### src/rtl/regfile_param.sv
// regfile_param: parametrised integer register file with a post-reset
// clear sweep and a sticky halt. Optional macro: REGFILE_BYPASS_EN.
module regfile_param #(
   parameter  int XLEN  = 32,
   parameter  int NREGS = 32,
   parameter  int NREAD = 2,
   localparam int AW    = $clog2(NREGS)
) (
   input  logic                  clock,
   input  logic                  reset,
   input  logic                  finish_flag,
   input  logic                  RegWrite,
   input  logic [AW-1:0]         RD,
   input  logic [XLEN-1:0]       WriteData,
   input  logic [NREAD*AW-1:0]   ReadAddr,
   output logic [NREAD*XLEN-1:0] ReadData,
   output logic                  ready,
   output logic                  halted,
   output logic [31:0]           wr_count
);

   typedef enum logic [1:0] {
      ST_INIT,
      ST_RUN,
      ST_HALT
   } state_e;

   localparam logic [AW-1:0] LAST = AW'(NREGS - 1);

   state_e            state_q, state_d;
   logic [AW-1:0]     ptr_q, ptr_d;
   logic [31:0]       cnt_q, cnt_d;
   logic              ready_q, ready_d;
   logic              halted_q, halted_d;
   logic [XLEN-1:0]   rf_q [NREGS];

   logic              commit;
   logic              clr;

   // A write commits only in RUN, when finish is not pending and rd is not x0
   assign commit = (state_q == ST_RUN) && !finish_flag
                && RegWrite && (RD != '0);
   assign clr    = (state_q == ST_INIT);

   // Next-state logic for the sweep / run / halt sequencer
   always_comb begin
      state_d = state_q;
      ptr_d   = ptr_q;
      cnt_d   = cnt_q;
      unique case (state_q)
         ST_INIT: begin
            ptr_d = ptr_q + AW'(1);
            if (ptr_q == LAST) begin
               state_d = ST_RUN;
               ptr_d   = '0;
            end
         end
         ST_RUN: begin
            if (finish_flag) begin
               state_d = ST_HALT;
            end else if (commit) begin
               cnt_d = cnt_q + 32'd1;
            end
         end
         ST_HALT: begin
            state_d = ST_HALT;
         end
         default: begin
            state_d = ST_INIT;
            ptr_d   = '0;
         end
      endcase
      ready_d  = (state_d == ST_RUN);
      halted_d = (state_d == ST_HALT);
   end

   // Sequencer state and registered status outputs; reset wins over all
   always_ff @(posedge clock) begin
      if (reset) begin
         state_q  <= ST_INIT;
         ptr_q    <= '0;
         cnt_q    <= '0;
         ready_q  <= 1'b0;
         halted_q <= 1'b0;
      end else begin
         state_q  <= state_d;
         ptr_q    <= ptr_d;
         cnt_q    <= cnt_d;
         ready_q  <= ready_d;
         halted_q <= halted_d;
      end
   end

   // Storage: sweep clears one entry per edge, RUN commits one write
   always_ff @(posedge clock) begin
      if (!reset) begin
         if (clr) begin
            rf_q[ptr_q] <= '0;
         end else if (commit) begin
            rf_q[RD] <= WriteData;
         end
      end
   end

   for (genvar g = 0; g < NREAD; g++) begin : g_rd
      logic [AW-1:0]   addr;
      logic [XLEN-1:0] data;

      assign addr = ReadAddr[g*AW +: AW];

      // Read port: zero in INIT and for x0, optional write-through forward
      always_comb begin
         data = '0;
         if (!clr && (addr != '0)) begin
            data = rf_q[addr];
`ifdef REGFILE_BYPASS_EN
            if (commit && (addr == RD)) begin
               data = WriteData;
            end
`endif
         end
      end

      assign ReadData[g*XLEN +: XLEN] = data;
   end

   assign ready    = ready_q;
   assign halted   = halted_q;
   assign wr_count = cnt_q;

endmodule
### config.mk
export PLATFORM = sky130hd
export DESIGN_NAME = regfile_param
export DESIGN_NICKNAME = d
export VERILOG_FILES = /design/src/rtl/regfile_param.sv
export SDC_FILE = /design/constraint.sdc
export NUM_CORES = 1
export LEC_CHECK = 0
export CAP_MARGIN = 25
export CORE_MARGIN = 10
export CORE_UTILIZATION = 45
export CTS_CLUSTER_DIAMETER = 50
export DETAILED_ROUTE_END_ITERATION = 16
export GPL_TIMING_DRIVEN = 0
export PLACE_DENSITY_LB_ADDON = 0.08
export SLEW_MARGIN = 5
export SYNTH_ARGS = -nofsm -noshare
export SYNTH_HDL_FRONTEND = slang
export SYNTH_SLANG_ARGS = --single-unit
### constraint.sdc
create_clock -name clock -period 5.5 [get_ports clock]
set_clock_uncertainty 0.2 [all_clocks]
set_input_delay 1.1 -clock clock [delete_from_list [all_inputs] [get_ports clock]]
set_output_delay 1.1 -clock clock [all_outputs]
set_load 0.02 [all_outputs]
==> reports/results.ini <==
[logic_synthesis]
yosysWarnings = 0
syn_nets = 3105
synthFlopType = edfxtp_1
avgSynthCellArea_um2 = 16.3
synth-edff-count = 1024
yosysUniqueCellTypes = 59
postSynthCellCount = 3047
synth-seq-cells = 1065
synth.largest_area_cell = edfxtp_1
ys_seq_area_frac = 0.637
netlist_area_mm2 = 0.0496
yosys.area.top_type_share = 0.620
yosys-top-cells-area = edfxtp_1 62%, mux4_2 11%, mux2i_1 9.9%
synth-async-reset-ratio = 0

[timing]
drv_slew = 0
holdWs_ps = 338
worst_pin_slew_ps = 1060
finalHoldViolCount = 0
period_needed_ps = 5570
setup_viol = 10
grt_setup_unrepaired = yes
setup_ws_ps = -73.5
relSlewSlack = 0.291
fin_crit_sh = 1.01
max_freq_mhz = 179

[cts]
clock_sinks = 1065
numCtsBuffers = 137
cts_tree = done
ctsHoldBuffers = 0
clk_pin_slew_ps = 50
clk_path_buf_depth = 3
cts_root_buf = clkbuf_16
cts.htree.levels = 4
worstSkewPairLatency_ps = 740

[worst_setup_path]
worst-path-max-fanout = 10
required_ps = 4200
cp.depth = 8
rr_startpoint = state_q[1]
cp_cell_sequence = clkdlybuf4s15_2 > buf_4 > buf_4 > buf_6 > mux4_2 > a22oi_1 > nand4_1 > clkdlybuf4s50_1
worstPathArrival_ps = 4270
cpLargestDelayFamily = buffers and inverters
rr_endpoint = rf_q[24][23]
crit_buf_inv = 5
crit_path_start = ReadAddr[7]
crit_path_start_kind = input pin
worstSetupEndpointType = output port
crit_top_cell = buf_4
critPathCapture = ReadData[32]
max_stage_delay_ps = 680
r2r_slack_ps = 1420
r2r_cells = 8
cp_slowest_cell = clkdlybuf4s50_1
crit_type = input pin to output port

[die]
core_mm2 = 0.109
std_cell_rows = 121
num_io_pins = 149
initial_core_util = 0.454
die_area_mm2 = 0.124
die_y_um = 352
die_w_um = 352

[place]
place.gp.congestion = 0.958
dp_slack_ps = -1070
hpwl_um = 137000
io_buffers = 142

[routing]
num_vias = 33800
vias_per_cell = 6.74
routed_wl_um = 190000
final_antenna_net_count = 0
wire_per_inst_um = 37.9
drcViolationCount = 0
drtPass1Iterations = 6
drtIter0Drc = 5000

[worst_hold_path]
min_from = wr_count[27]
holdPathStages = 2
hold_class = flop to flop

[finish]
syn_to_final_growth_pct = 20.6
final_nets = 3474
fin_util = 0.548
num-fill-cells = 8621
final_layout_size_suffix_gt1_frac = 0.234

[grt]
grt_pass1_wl_um = 260000
overflow = 0
grt-busiest-layer = met2
antenna_found_initial = 15
met3_usage = 0.0938
grt_max_degree = 33
first_global_vias = 33800
use_met2 = 0.458
grt_use_met1 = 0.388
grt_usage = 0.297

[power_and_ir_drop]
clock_power_share = 0.466
leakage_nw = 22.2
switching_power_mw = 4.43
swShare = 0.231
power_frac_seq = 0.465
p_int_mw = 14.7
power_density_mw_per_mm2 = 320
ir_drop_uv = 288
pwr-share-comb = 0.069

[status]
outcome = complete, but fails checks
violations = setup timing

[flow_run]
cap_violations = 0

==> cell usage after synthesis, drive strengths merged, types with 25 or more instances <==
cell and number:
nor2b 76, a22oi 308, buf 110, and2 43
a31oi 26, clkbuf 134, edfxtp 1024, nand4 75
a211oi 34, a21oi 57, nor2 80, nand2 25
mux2i 488, dfxtp 41, nand3 141, mux4 252
==> stage by stage <==
stage / instances / total power [mW] / instance area (um2) / TNS, ps
2_1_floorplan: 3047 / 9.75 / 49600 / 0
3_3_place_gp: 4665 / 10.3 / 52800 / -1765510
3_5_place_dp: 4737 / 10.3 / 54400 / -41460
4_1_cts: 4990 / 19.1 / 59400 / -162
5_1_grt: 5003 / 19.5 / 59800 / -40.1
6_report: 5007 / 19.1 / 59800 / -299
==> metal layers <==
layer  part of all wire  vias up
met4              0.040        6
li1                   -    13400
met3               0.13      427
met2               0.46     2351
met1               0.38    17600
met5            0.00015        -
==> repair_timing <==
| action | CTS | global route |
|---|---|---|
| pin swaps | 4 | 8 |
| endpoints found under the setup margin | 64 | 36 |
| setup buffers | 4 | 0 |
| gates resized for setup | 175 | 55 |
==> cells by family (layout without fill, tap and decap cells) <==
group | after synthesis | count (layout) | synth area share
XOR/XNOR | 23 | 23 | 0.00406
flip-flops | 1065 | 1065 | 0.637
adder cells (fa/ha/maj) | 7 | 7 | 0.00177
other | 0 | 4 | 0
buffers and inverters | 254 | 734 | 0.0218
AND/OR/NAND/NOR | 493 | 493 | 0.0547
AO/OA/AOI/OAI | 463 | 463 | 0.0674
multiplexers | 742 | 742 | 0.213
==> cell type report <==
type / instances / area (um2) / area share
Buffer: 241 / 1290 / 0.0216
Clock buffer: 172 / 3720 / 0.0622
Multi-Input combinational cell: 1728 / 17500 / 0.292
Antenna cell: 4 / 10.0 / 0.000167
Sequential cell: 1065 / 31600 / 0.528
Timing Repair Buffer: 233 / 3080 / 0.0515
Clock inverter: 78 / 759 / 0.0127
Tap cell: 1476 / 1850 / 0.0309
Inverter: 10 / 37.5 / 0.000628
==> flip-flops by register name, summed over array words and instances (netlist names) <==
name	count
halted	1
rf_q	1024
wr_count	32
state_q	2
ready	1
ptr_q	5
==> worst min path at each step <==
| stage | endpoint | slack (ps) |
|---|---|---|
| floorplan | ptr_q[1] | 350 |
| global placement | wr_count[28] | 290 |
| detailed placement | wr_count[27] | 330 |
| CTS | wr_count[27] | 340 |
| global route | wr_count[29] | 360 |
| finish | wr_count[27] | 340 |
==> placed cells by master, fill, tap and decap left out, types with 8 or more instances in the layout <==
cell | synthesis | routed
edfxtp_1 | 1024 | 1024
mux2i_1 | 488 | 488
a22oi_1 | 308 | 283
mux4_2 | 252 | 252
clkbuf_16 | 0 | 145
clkdlybuf4s50_1 | 0 | 134
nand3_1 | 140 | 129
clkbuf_1 | 134 | 80
nand4_1 | 74 | 74
nor2b_1 | 76 | 72
buf_2 | 95 | 64
clkbuf_2 | 0 | 61
a21oi_1 | 56 | 54
and2_1 | 43 | 42
nor2_1 | 80 | 42
dfxtp_1 | 41 | 41
nor2_4 | 0 | 34
a211oi_1 | 34 | 34
buf_8 | 0 | 33
buf_4 | 2 | 32
buf_12 | 0 | 30
clkbuf_4 | 0 | 26
a22oi_2 | 0 | 25
nand2_1 | 25 | 25
a31oi_1 | 26 | 25
clkinv_1 | 0 | 23
xor2_1 | 20 | 20
clkinv_2 | 0 | 19
buf_16 | 0 | 15
inv_6 | 0 | 12
bufinv_16 | 0 | 12
nor3_1 | 12 | 11
nand3_2 | 0 | 11
inv_1 | 10 | 10
buf_1 | 13 | 8
buf_6 | 0 | 8
o21ai_0 | 8 | 8
==> power groups by stage <==
stage | Clock [mW] | Sequential, mW | Combinational, mW
final | 8.91 | 8.89 | 1.33
after detailed placement | 0 | 9.05 | 1.27
after CTS | 8.96 | 8.89 | 1.30
after global routing | 9.29 | 8.89 | 1.36
after global placement | 0 | 9.05 | 1.21
after floorplan | 0 | 9.04 | 0.702
==> worst reg2reg max path: cells and delay by family, from the launching register on <==
kind | cells | cell delay, ps
DFF | 1 | 340
AOI/OAI and AO/OA | 1 | 400
adders and majority gates | 1 | 470
buffers and inverters | 4 | 1110
and+or+nand+nor | 2 | 1220
Power figures use the tool's default switching activity.
